**config.mk**
```make
export PLATFORM = sky130hd
export DESIGN_NAME = uart_rx_core
export DESIGN_NICKNAME = d
export VERILOG_FILES = /design/src/rtl/uart_pkg.sv /design/src/rtl/sync_2ff.sv /design/src/rtl/uart_rx_core.sv
export SDC_FILE = /design/constraint.sdc
export NUM_CORES = 1
export LEC_CHECK = 0
export ABC_AREA = 0
export BUFFER_PORTS_ARGS = -buffer_cell sky130_fd_sc_hd__buf_2
export CAP_MARGIN = 10
export CORE_UTILIZATION = 50
export CTS_BUF_LIST = sky130_fd_sc_hd__clkbuf_16
export CTS_CLUSTER_SIZE = 24
export DETAILED_ROUTE_END_ITERATION = 8
export PLACE_DENSITY = 0.81
export SETUP_SLACK_MARGIN = 0.02
export SYNTH_ARGS = -nofsm -noshare
export SYNTH_HDL_FRONTEND = slang
export SYNTH_SLANG_ARGS = --single-unit
```
**constraint.sdc**
```tcl
create_clock -name clk -period 2.35 [get_ports clk]
set_clock_uncertainty 0.2 [all_clocks]
set_input_delay 0.1175 -clock clk [delete_from_list [all_inputs] [get_ports clk]]
set_output_delay 0.1175 -clock clk [all_outputs]
set_load 0.005 [all_outputs]
```
**src/rtl/uart_pkg.sv**
```systemverilog
// Shared UART definitions: FSM state encoding, frame constants and baud helper.
package uart_pkg;

    localparam logic [2:0] ST_IDLE   = 3'd0;
    localparam logic [2:0] ST_START  = 3'd1;
    localparam logic [2:0] ST_DATA   = 3'd2;
    localparam logic [2:0] ST_PARITY = 3'd3;
    localparam logic [2:0] ST_STOP   = 3'd4;
    localparam logic [2:0] ST_BRK    = 3'd5;

    localparam int DATA_BITS = 8;
    localparam int STOP_BITS = 1;

    // Rounded to the nearest clock so the bit period error stays below half a clock.
    function automatic int clks_per_bit(input int clk_hz, input int baud);
        return (clk_hz + baud / 2) / baud;
    endfunction

endpackage

```
**src/rtl/sync_2ff.sv**
```systemverilog
// Two-flop synchroniser for a single asynchronous level; reset value is a parameter.
module sync_2ff #(
    parameter logic RST_VAL = 1'b1
) (
    input  logic clk,
    input  logic rst,
    input  logic i_d,
    output logic o_q
);

    logic r_meta;
    logic r_sync;

    // NOTE: sequential state uses non-blocking assignments so both flops sample the old values on the same edge.
    always_ff @(posedge clk) begin
        if (rst) begin
            r_meta <= RST_VAL;
            r_sync <= RST_VAL;
        end else begin
            r_meta <= i_d;
            r_sync <= r_meta;
        end
    end

    assign o_q = r_sync;

endmodule

```
**src/rtl/uart_rx_core.sv**
```systemverilog
// UART receiver: 8N1 (or 8-bit + parity when UART_RX_PARITY_EN is defined), mid-bit sampling,
// one-byte holding register with ready / framing-error / overrun flags.
module uart_rx_core
    import uart_pkg::*;
#(
    parameter int CLKS_PER_BIT = 10417,
    parameter bit PAR_ODD      = 1'b0
) (
    input  logic                 clk,
    input  logic                 rst,
    input  logic                 rx,
    input  logic                 rd,
    output logic [DATA_BITS-1:0] rx_data,
    output logic                 rx_rdy,
    output logic                 ferr,
    output logic                 ovr,
`ifdef UART_RX_PARITY_EN
    output logic                 perr,
`endif
    output logic                 busy
);

    localparam int CNT_W = $clog2(CLKS_PER_BIT);
    localparam int IDX_W = $clog2(DATA_BITS);
    localparam logic [CNT_W-1:0] HALF_M1  = CNT_W'(CLKS_PER_BIT / 2 - 1);
    localparam logic [CNT_W-1:0] FULL_M1  = CNT_W'(CLKS_PER_BIT - 1);
    localparam logic [IDX_W-1:0] LAST_IDX = IDX_W'(DATA_BITS - 1);

    logic                 w_rxs;
    logic [2:0]           r_state;
    logic [CNT_W-1:0]     r_cnt;
    logic [IDX_W-1:0]     r_idx;
    logic [DATA_BITS-1:0] r_shift;
    logic                 r_stop;
    logic                 r_commit;
    logic [DATA_BITS-1:0] r_data;
    logic                 r_rdy;
    logic                 r_ferr;
    logic                 r_ovr;
`ifdef UART_RX_PARITY_EN
    logic                 r_par;
    logic                 r_perr;
`endif

    sync_2ff #(.RST_VAL(1'b1)) u_sync (
        .clk (clk),
        .rst (rst),
        .i_d (rx),
        .o_q (w_rxs)
    );

    always_ff @(posedge clk) begin
        if (rst) begin
            r_state  <= ST_IDLE;
            r_cnt    <= '0;
            r_idx    <= '0;
            r_shift  <= '0;
            r_stop   <= 1'b1;
            r_commit <= 1'b0;
            r_data   <= '0;
            r_rdy    <= 1'b0;
            r_ferr   <= 1'b0;
            r_ovr    <= 1'b0;
`ifdef UART_RX_PARITY_EN
            r_par    <= 1'b0;
            r_perr   <= 1'b0;
`endif
        end else begin
            r_commit <= 1'b0;

            case (r_state)
                ST_IDLE: begin
                    if (!w_rxs) begin
                        r_state <= ST_START;
                        r_cnt   <= '0;
                    end
                end
                ST_START: begin
                    if (r_cnt == HALF_M1) begin
                        r_cnt   <= '0;
                        r_idx   <= '0;
                        r_state <= w_rxs ? ST_IDLE : ST_DATA;
                    end else begin
                        r_cnt <= r_cnt + 1'b1;
                    end
                end
                ST_DATA: begin
                    if (r_cnt == FULL_M1) begin
                        r_cnt          <= '0;
                        r_shift[r_idx] <= w_rxs;
                        r_idx          <= r_idx + 1'b1;
                        if (r_idx == LAST_IDX) begin
`ifdef UART_RX_PARITY_EN
                            r_state <= ST_PARITY;
`else
                            r_state <= ST_STOP;
`endif
                        end
                    end else begin
                        r_cnt <= r_cnt + 1'b1;
                    end
                end
`ifdef UART_RX_PARITY_EN
                ST_PARITY: begin
                    if (r_cnt == FULL_M1) begin
                        r_cnt   <= '0;
                        r_par   <= w_rxs;
                        r_state <= ST_STOP;
                    end else begin
                        r_cnt <= r_cnt + 1'b1;
                    end
                end
`endif
                ST_STOP: begin
                    if (r_cnt == FULL_M1) begin
                        r_cnt    <= '0;
                        r_stop   <= w_rxs;
                        r_commit <= 1'b1;
                        r_state  <= w_rxs ? ST_IDLE : ST_BRK;
                    end else begin
                        r_cnt <= r_cnt + 1'b1;
                    end
                end
                // A held-low line must rise before another start bit is accepted.
                ST_BRK: begin
                    if (w_rxs) r_state <= ST_IDLE;
                end
                default: r_state <= ST_IDLE;
            endcase

            // Holding register: a commit beats a simultaneous read.
            if (r_commit) begin
                if (!r_rdy || rd) begin
                    r_data <= r_shift;
                    r_rdy  <= 1'b1;
                    r_ferr <= ~r_stop;
                    r_ovr  <= 1'b0;
`ifdef UART_RX_PARITY_EN
                    r_perr <= r_par ^ (^r_shift) ^ PAR_ODD;
`endif
                end else begin
                    r_ovr <= 1'b1;
                end
            end else if (rd && r_rdy) begin
                r_rdy  <= 1'b0;
                r_ferr <= 1'b0;
                r_ovr  <= 1'b0;
`ifdef UART_RX_PARITY_EN
                r_perr <= 1'b0;
`endif
            end
        end
    end

    assign rx_data = r_data;
    assign rx_rdy  = r_rdy;
    assign ferr    = r_ferr;
    assign ovr     = r_ovr;
    assign busy    = (r_state != ST_IDLE);
`ifdef UART_RX_PARITY_EN
    assign perr    = r_perr;
`endif

endmodule

```
==> results.json <==
{
  "via_per_inst": 5.93,
  "drv_cap": 0,
  "fin_util": 0.635,
  "seqPwrFrac": 0.427,
  "comb_power_share": 0.202,
  "placementRows": 23,
  "period_needed_ns": 2.28,
  "worstSkewPairLatency_ns": 0.28,
  "synth_edf_count": 0,
  "vias": 1975,
  "p_leak_nw": 1.10,
  "peakVddDrop_v": 0.000326,
  "hold_viol": 0,
  "wirelength_mm": 4.96,
  "synth_area_per_cell_um2": 8.86,
  "tritoncts": "done",
  "overflow": 0,
  "switchingPower_uw": 489,
  "worst_slack_ns": 0.0731,
  "grt_pass1_vias": 1766,
  "drive_gt1_frac": 0.244,
  "clkPwrFrac": 0.371,
  "switching_share": 0.274,
  "min_path_type": "input pin to flip-flop",
  "dp_hpwl_mm": 3.25,
  "synth_cells": 244,
  "yosysSeqAreaShare": 0.398,
  "status": "finished clean",
  "die_h_um": 67.7,
  "min_period_over_period": 0.969,
  "clock-sinks": 43,
  "intPower_mw": 1.30,
  "coreArea_um2": 4090,
  "cts_buffers": 5,
  "ctsRootBufferMaster": "clkbuf_16",
  "fmax_mhz": 439,
  "pre_cts_ws_ns": 0.00725,
  "routedWlPerCell_um": 14.9,
  "synthesis.area_um2": 2160,
  "synth_warnings": 0,
  "gp_congestion": 0.863,
  "area_growth_syn_to_layout_pct": 20.1,
  "ant_nets": 0,
  "crit_arrival_ns": 2.25,
  "drc_errors": 0,
  "synth_cell_types": 49,
  "max-slew-margin-rel": 0.622,
  "ctsLongestPathBuffers": 2,
  "critPathKind": "flip-flop to flip-flop",
  "io_buffers": 15,
  "crit_fanout": 3,
  "tightestPinTransition_ns": 0.567,
  "path_clk_slew_ns": 0.06,
  "drt_pre_antenna_iters": 4,
  "htree_levels": 2,
  "final_max_slew_viol_count": 0,
  "async_reset_ff_frac": 0,
  "rsz0062_at_grt": "yes",
  "floorplan.initialDensity": 0.529,
  "n_fill_cell": 335,
  "start_kind": "flip-flop",
  "synth-seq-cells": 43,
  "antenna_found_initial": 0,
  "ys.flop_type": "dfxtp_1",
  "power.density_nw_per_um2": 688,
  "drt_iter0_drc": 198,
  "nNetsFinal": 290,
  "num_antenna_cells": 0,
  "crit_required_ns": 2.32,
  "end_kind": "flip-flop",
  "fp.dieArea_um2": 4590,
  "syn-num-nets": 252,
  "grt_max_degree": 30,
  "track_usage": 0.231,
  "die_width_um": 67.7,
  "timing.hold.ws_ns": 0.0719,
  "setup_violations": 0,
  "grt_pass1_wl_mm": 7.85,
  "fin_setup_tns_ns": 0,
  "io_pins": 16
}
logic make-up after synthesis:
| logic type | Yosys count | synth area share |
|---|---|---|
| AOI/OAI and AO/OA | 54 | 0.169 |
| xor gates and xnor gates | 4 | 0.0162 |
| adders and majority gates | 4 | 0.0232 |
| buffers and inverters | 20 | 0.0654 |
| DFF | 43 | 0.398 |
| muxes | 11 | 0.0510 |
| and+or+nand+nor | 108 | 0.277 |
metal layers:
metal | routed length (um) | vias to the layer above | track usage
met5 | 0 | - | 0
met4 | 126 | 0 | 0.120
met3 | 328 | 13 | 0.0608
met2 | 2280 | 79 | 0.373
met1 | 2220 | 924 | 0.280
li1 | - | 959 | -
stage by stage:
stage | area (um^2) | cells | power, mW
5_1_grt | 2590 | 333 | 1.86
4_1_cts | 2570 | 330 | 1.78
2_1_floorplan | 2170 | 244 | 0.986
6_report | 2590 | 333 | 1.79
3_3_place_gp | 2340 | 316 | 1.07
3_5_place_dp | 2340 | 316 | 1.08
registers in the layout (all words and copies together) (netlist names), 3 cells and up:
| register | flops |
|---|---|
| r_cnt | 14 |
| r_shift | 8 |
| rx_data | 8 |
| r_idx | 3 |
| r_state | 3 |
synth_stat cells, types with 2 or more instances:
library cell,instances,area (um^2)
a31oi_1,8,50.1
buf_6,2,22.5
a22oi_1,2,15.0
or2_2,2,12.5
o32ai_2,2,32.5
clkbuf_8,5,68.8
a41oi_1,3,26.3
o31ai_1,2,15.0
nor3_1,2,10.0
nand3_1,17,85.1
inv_1,5,18.8
nor2b_1,3,18.8
nor4b_1,2,17.5
dfxtp_1,43,861
o21ai_0,6,30.0
o211ai_1,3,22.5
nor4_4,2,42.5
or3_1,3,18.8
a22o_1,3,26.3
clkbuf_1,5,18.8
and3_1,4,25.0
nand2b_1,2,12.5
xor2_1,2,17.5
ha_1,4,50.1
nand2_1,30,113
nand4b_1,3,26.3
and2_1,2,12.5
nand3b_1,2,15.0
a21oi_1,20,100
xnor2_1,2,17.5
mux2i_1,11,110
nor2_1,22,82.6
nand4_1,4,25.0
path summary, 6_finish.rpt:
check	startpoint	depth (start not counted)	endpoint	slack [ns]
max	r_cnt[3]$_SDFFE_PP0P_	5	r_state[2]$_SDFFE_PP0P_	0.07
min	rst	3	r_state[1]$_SDFFE_PP0P_	0.07
min reg2reg	u_sync.r_meta$_SDFF_PP1_	1	u_sync.o_q$_SDFF_PP1_	0.21
max reg2reg	r_cnt[3]$_SDFFE_PP0P_	5	r_state[2]$_SDFFE_PP0P_	0.07
critical path: stages, from the launching register on:
cell and delay [ns]:
dfxtp_1 0.31, or4b_4 0.57, nor4_4 0.31, o32ai_2 0.13, a311o_1 0.39, o221a_1 0.26
area by class of cell:
class                   count  area, um^2  area share
clock buffers               5         125      0.0482
clock inverters             3        16.3     0.00627
inverters                   6        22.5     0.00868
multi-input cells         181        1190       0.459
flip-flops and latches     43         863       0.333
well taps                  50        62.6      0.0241
repair buffers             45         313       0.121
power by group through the flow:
stage / logic [mW] / registers, mW / clock network, mW
floorplan: 0.206 / 0.780 / 0
global placement: 0.295 / 0.775 / 0
detailed placement: 0.303 / 0.776 / 0
CTS: 0.347 / 0.762 / 0.670
global route: 0.391 / 0.766 / 0.700
finish: 0.361 / 0.763 / 0.662
repair_timing:
| item | in CTS | in global routing |
|---|---|---|
| endpoints found under the hold margin | 2 | 0 |
| setup endpoints to repair | 4 | 23 |
| pin swaps | 8 | 3 |
| setup buffers | 4 | 3 |
| hold buffers | 2 | 0 |
| resized for setup | 10 | 0 |
placed cells by master, fill, tap and decap left out, types with 3 or more instances in the layout:
cell type  count
a21oi_1       19
a22o_1         3
a31oi_1        8
a41oi_1        3
and3_1         4
buf_2         15
buf_4         26
clkbuf_16      5
dfxtp_1       41
ha_1           3
inv_1          4
mux2i_1       11
nand2_1       30
nand3_1       17
nand4_1        4
nand4b_1       3
nor2_1        22
nor2b_1        3
o211ai_1       3
o21ai_0        6
or3_1          3
Power figures use the tool's default switching activity.
